==> config.mk <==
export PLATFORM = sky130hd
export DESIGN_NAME = fifo_shift_round_flat
export DESIGN_NICKNAME = d
export VERILOG_FILES = /design/src/rtl/fifo_shift_round_if.sv /design/src/rtl/fifo_shift_round.sv /design/src/flat_wrapper.sv
export SDC_FILE = /design/constraint.sdc
export NUM_CORES = 1
export LEC_CHECK = 0
export ABC_AREA = 1
export ABC_CLOCK_PERIOD_IN_PS = 1280
export BUFFER_PORTS_ARGS = -buffer_cell sky130_fd_sc_hd__buf_2
export CAP_MARGIN = 30
export CORE_MARGIN = 2
export CORE_UTILIZATION = 30
export DETAILED_ROUTE_END_ITERATION = 8
export PLACE_DENSITY = 0.54
export SLEW_MARGIN = 20
export SYNTH_ARGS = -nofsm -noshare
export SYNTH_HDL_FRONTEND = slang
export SYNTH_SLANG_ARGS = --single-unit
==> constraint.sdc <==
create_clock -name Clock -period 1.28 [get_ports Clock]
set_input_delay 0.128 -clock Clock [delete_from_list [all_inputs] [get_ports Clock]]
set_output_delay 0.128 -clock Clock [all_outputs]
set_load 0.01 [all_outputs]
==> src/rtl/fifo_shift_round_if.sv <==
// Handshake bundle for fifo_shift_round: input word channel plus output word channel.
// The slave modport is the converter; the master modport is whoever drives and drains it.
interface fifo_shift_round_if #(
    parameter int unsigned IWidth = 8,
    parameter int unsigned OWidth = 8
);
    logic [IWidth-1:0] InData;
    logic              InValid;
    logic              InAccept;
    logic [OWidth-1:0] OutData;
    logic              OutValid;
    logic              OutReady;

    modport slave (
        input  InData,
        input  InValid,
        input  OutReady,
        output InAccept,
        output OutData,
        output OutValid
    );

    modport master (
        output InData,
        output InValid,
        output OutReady,
        input  InAccept,
        input  OutData,
        input  OutValid
    );
endinterface

==> src/rtl/fifo_shift_round.sv <==
// Handshaked width converter: splits a wide word into narrow chunks, packs narrow words
// into a wide one, or acts as a one-entry register stage when the widths match.
module fifo_shift_round #(
    parameter int unsigned IWidth  = 8,
    parameter int unsigned OWidth  = 8,
    parameter int unsigned Reverse = 0
) (
    input  logic              Clock,
    input  logic              Reset,
    fifo_shift_round_if.slave bus
);

    if (IWidth > OWidth) begin : g_down
        localparam int unsigned NW    = OWidth;
        localparam int unsigned RATIO = (IWidth + NW - 1) / NW;
        localparam int unsigned CW    = RATIO * NW;
        localparam int unsigned CNT_W = $clog2(RATIO + 1);

        logic [CW-1:0]    data_q, data_d;
        logic [CNT_W-1:0] k_q, k_d;
        logic             full_q, full_d;
        logic             last_c, out_xfer_c, in_accept_c, in_xfer_c;

        assign last_c      = (k_q == CNT_W'(RATIO - 1));
        assign out_xfer_c  = full_q & bus.OutReady;
        assign in_accept_c = ~Reset & (~full_q | (out_xfer_c & last_c));
        assign in_xfer_c   = bus.InValid & in_accept_c;

        // The emitted chunk always sits at one end of the register; each transfer shifts the next one in.
        always_comb begin
            data_d = data_q;
            k_d    = k_q;
            full_d = full_q;
            if (out_xfer_c) begin
                data_d = (Reverse != 0) ? (data_q << NW) : (data_q >> NW);
                k_d    = k_q + CNT_W'(1);
                if (last_c) begin
                    full_d = 1'b0;
                    k_d    = '0;
                end
            end
            if (in_xfer_c) begin
                data_d = CW'(bus.InData);
                k_d    = '0;
                full_d = 1'b1;
            end
        end

        always_ff @(posedge Clock) begin
            if (Reset) begin
                data_q <= '0;
                k_q    <= '0;
                full_q <= 1'b0;
            end else begin
                data_q <= data_d;
                k_q    <= k_d;
                full_q <= full_d;
            end
        end

        assign bus.InAccept = in_accept_c;
        assign bus.OutValid = full_q;
        assign bus.OutData  = (Reverse != 0) ? data_q[CW-1 -: NW] : data_q[NW-1:0];

    end else if (IWidth < OWidth) begin : g_up
        localparam int unsigned NW    = IWidth;
        localparam int unsigned RATIO = (OWidth + NW - 1) / NW;
        localparam int unsigned CW    = RATIO * NW;
        localparam int unsigned CNT_W = $clog2(RATIO + 1);

        logic [CW-1:0]    coll_q, coll_d;
        logic [CNT_W-1:0] cnt_q, cnt_d;
        logic             valid_q, valid_d;
        logic             out_xfer_c, in_accept_c, in_xfer_c;

        assign out_xfer_c  = valid_q & bus.OutReady;
        assign in_accept_c = ~Reset & (~valid_q | bus.OutReady);
        assign in_xfer_c   = bus.InValid & in_accept_c;

        // Words shift in from one end so that after RATIO inserts the first lands in its final chunk.
        always_comb begin
            coll_d = coll_q;
            cnt_d  = cnt_q;
            if (out_xfer_c) begin
                coll_d = '0;
                cnt_d  = '0;
            end
            if (in_xfer_c) begin
                if (Reverse != 0) begin
                    coll_d = {coll_d[CW-NW-1:0], bus.InData};
                end else begin
                    coll_d = {bus.InData, coll_d[CW-1:NW]};
                end
                cnt_d = cnt_d + CNT_W'(1);
            end
            valid_d = (cnt_d == CNT_W'(RATIO));
        end

        always_ff @(posedge Clock) begin
            if (Reset) begin
                coll_q  <= '0;
                cnt_q   <= '0;
                valid_q <= 1'b0;
            end else begin
                coll_q  <= coll_d;
                cnt_q   <= cnt_d;
                valid_q <= valid_d;
            end
        end

        assign bus.InAccept = in_accept_c;
        assign bus.OutValid = valid_q;
        assign bus.OutData  = coll_q[OWidth-1:0];

    end else begin : g_equal
        logic [IWidth-1:0] data_q, data_d;
        logic              valid_q, valid_d;
        logic              in_accept_c, in_xfer_c;

        assign in_accept_c = ~Reset & (~valid_q | bus.OutReady);
        assign in_xfer_c   = bus.InValid & in_accept_c;

        always_comb begin
            data_d  = data_q;
            valid_d = valid_q;
            if (valid_q & bus.OutReady) begin
                valid_d = 1'b0;
            end
            if (in_xfer_c) begin
                data_d  = bus.InData;
                valid_d = 1'b1;
            end
        end

        always_ff @(posedge Clock) begin
            if (Reset) begin
                data_q  <= '0;
                valid_q <= 1'b0;
            end else begin
                data_q  <= data_d;
                valid_q <= valid_d;
            end
        end

        assign bus.InAccept = in_accept_c;
        assign bus.OutValid = valid_q;
        assign bus.OutData  = data_q;
    end

endmodule

==> src/flat_wrapper.sv <==
// flat-port wrapper written by rule: the top's interface ports become plain ports
module fifo_shift_round_flat 
#(
    parameter int unsigned IWidth  = 8,
    parameter int unsigned OWidth  = 8,
    parameter int unsigned Reverse = 0
)
  (Clock, Reset, bus_InData, bus_InValid, bus_OutReady, bus_InAccept, bus_OutData, bus_OutValid);
  fifo_shift_round_if #(.IWidth(IWidth), .OWidth(OWidth)) bus_i ();
  input  logic Clock;
  input  logic Reset;
  input wire logic [$bits(bus_i.InData)-1:0] bus_InData;
  input wire logic [$bits(bus_i.InValid)-1:0] bus_InValid;
  input wire logic [$bits(bus_i.OutReady)-1:0] bus_OutReady;
  output wire logic [$bits(bus_i.InAccept)-1:0] bus_InAccept;
  output wire logic [$bits(bus_i.OutData)-1:0] bus_OutData;
  output wire logic [$bits(bus_i.OutValid)-1:0] bus_OutValid;
  assign bus_i.InData = bus_InData;
  assign bus_i.InValid = bus_InValid;
  assign bus_i.OutReady = bus_OutReady;
  assign bus_InAccept = bus_i.InAccept;
  assign bus_OutData = bus_i.OutData;
  assign bus_OutValid = bus_i.OutValid;
  fifo_shift_round #(.IWidth(IWidth), .OWidth(OWidth), .Reverse(Reverse)) u_core (.Clock(Clock), .Reset(Reset), .bus(bus_i));
endmodule
==> impl_metrics.ini <==
[yosys]
synthAdderAreaFrac_pct = 0
synth-seq-cells = 9
yosys_warnings = 0
synth_top_family_by_area = simple AND/OR/NAND/NOR gates
synthTopCellsByArea = dfxtp_1, nand2_1, nand4_1
ys_seq_area_share_pct = 43.6
syn-num-nets = 70
synth_top_area_cell = dfxtp_1
ys_types = 11
synth.top_cell.area_share_pct = 43.6
synthXorXnorAreaFrac_pct = 0
synth_simple_gate_area_share_pct = 40.9
avgSynthCellArea_um2 = 7.12
synth-compound-area-share_pct = 2.42
muxShareOfSynthArea_pct = 0
mappedNetlistArea_um2 = 413
synth_cells = 58

[sta]
slew_violations = 0
maxSlewHeadroom_pct = 86.9
rsz0062_at_grt = false
finalCritPeriodShare_pct = 78.9
hold_viol = 0
setup_tns_ns = 0
fmax_ghz = 0.991
worst_pin_slew_ns = 0.196
min_period_ns = 1.01
finalSetupViolCount = 0
finClkSkew_ns = 0.00537

[worst_hold_path]
min_path_type = input port to flop

[detailed_routing]
viasPerCell = 4.24
drt_iter0_markers = 7
drc = 0
antenna_left = 0
wl_per_cell_um = 9.14
drt_wl_total_um = 877
drt-pass1-iter-count = 4
via_count = 407

[critical_path]
worstPathRequired_ns = 1.15
crit_arrival_ns = 0.88
startpoint_type = flop
cp_max_fo = 3
crit_type = flop to primary output
endpoint_kind = primary output
r2r_slack_ns = 0.45

[place]
numPortBuffers = 21
place_hpwl_um = 627
place.gp.congestion = 0.711
dp_cells = 92

[global_routing]
grt_antenna_before_repair = 0
track_usage_pct = 12.6
grt_max_degree = 12
globalRouteOverflowTotal = 0
grt_pass1_vias = 288
grt_pass1_wl_um = 1260

[cells_and_area]
fin_nets = 94
areaGrowthSynthToFinish_pct = 33.3
fillerInstances = 144
antenna_cells = 0
drive_gt1_share_pct = 34.6
stdcell_count = 96
most-common-layout-cells = buf_2, nand2_1, inv_1, dfxtp_1
layout_commonest_cell = buf_2

[clock_tree]
cts_buffers = 3
clk_latency_ns = 0.27
cts_root_buf = clkbuf_4
cts_buffer_depth = 2
clkTransAtPathRegs_ns = 0.07
postCtsSetupBuffers = 0
cts_max_level = 1
clock_sinks = 9
cts-resized-gates = 0
cts_tree = done
ctsHoldBuffers = 0

[floorplan]
die_y_um = 41.1
io_pins = 22
core_area_um2 = 1300
die_area_um2 = 1690
start_util_pct = 31.7
fp.dieW_um = 41.1
fp-row-count = 13

[status]
status = complete, no violations

[power]
peakVddDrop_mv = 0.564
p_leak_nw = 0.309
p_per_area_nw_per_um2 = 1190
power_uw = 654

[run]
maxCapViolCount = 0
[sequential cells by signal, summed over array words and instances, names as in the netlist]
| name | count |
|---|---|
| u_core.bus.OutValid | 1 |
| u_core.bus.OutData | 8 |
[stage by stage]
step                      hold WS, ns  util, %  instance area, um2  setup WS [ns]
final                           0.103     42.3                 551          0.271
after global placement          0.383     40.3                 524          0.438
after detailed placement        0.381     40.3                 524          0.442
after floorplan                 0.283        -                 413          0.486
after global routing            0.133     42.3                 551          0.207
after CTS                       0.106     42.3                 551          0.261
[layer usage]
| metal | track usage [%] | share of wire [%] | vias up |
|---|---|---|---|
| met1 | 16.3 | 48 | 159 |
| met4 | 14.5 | 3.6 | 0 |
| met3 | 3.26 | 8.8 | 4 |
| li1 | - | - | 227 |
| met2 | 15.2 | 39 | 17 |
| met5 | 0 | 0 | - |
[cell families after synthesis]
kind of cell,count (synthesis)
buffers and inverters,13
AO/OA/AOI/OAI,2
AND/OR/NAND/NOR,34
flip-flops,9
[path summary, 6_finish.rpt]
| path | cells after the start | startpoint | endpoint |
|---|---|---|---|
| max reg2reg | 4 | u_core.bus.OutValid | u_core.bus.OutData[6] |
| min reg2reg | 4 | u_core.bus.OutData[5] | u_core.bus.OutData[5] |
| min | 3 | bus_InData[4] | u_core.bus.OutData[4] |
| max | 2 | u_core.bus.OutValid | bus_InAccept |
[cells in the mapped netlist, drive strengths merged]
library cell and n:
nor2 8, nand3 1, nand4 8, nand2 17, buf 2, inv 11, a21oi 2, dfxtp 9
[worst max-delay path, stage by stage, from the launching register on]
cell and delay [ns]:
dfxtp_1 0.34, a21oi_1 0.14, buf_2 0.14
[where the power goes]
group | switching [mW] | internal (mW) | leakage, nW | total, mW
registers | 0.00984 | 0.301 | 0.0745 | 0.311
clock network | 0.113 | 0.121 | 0.0150 | 0.234
logic | 0.0633 | 0.0459 | 0.220 | 0.109
total | 0.186 | 0.468 | 0.309 | 0.654
[final cells by class]
cell class	instances	area, um2	area share, %
sequential	9	180	32.7
multi-input combinational	36	179	32.5
timing repair buffer	21	105	19.1
inverter	11	41.3	7.50
clock buffer	4	26.3	4.77
tap	15	18.8	3.41
(Power assumes the default switching activity.)
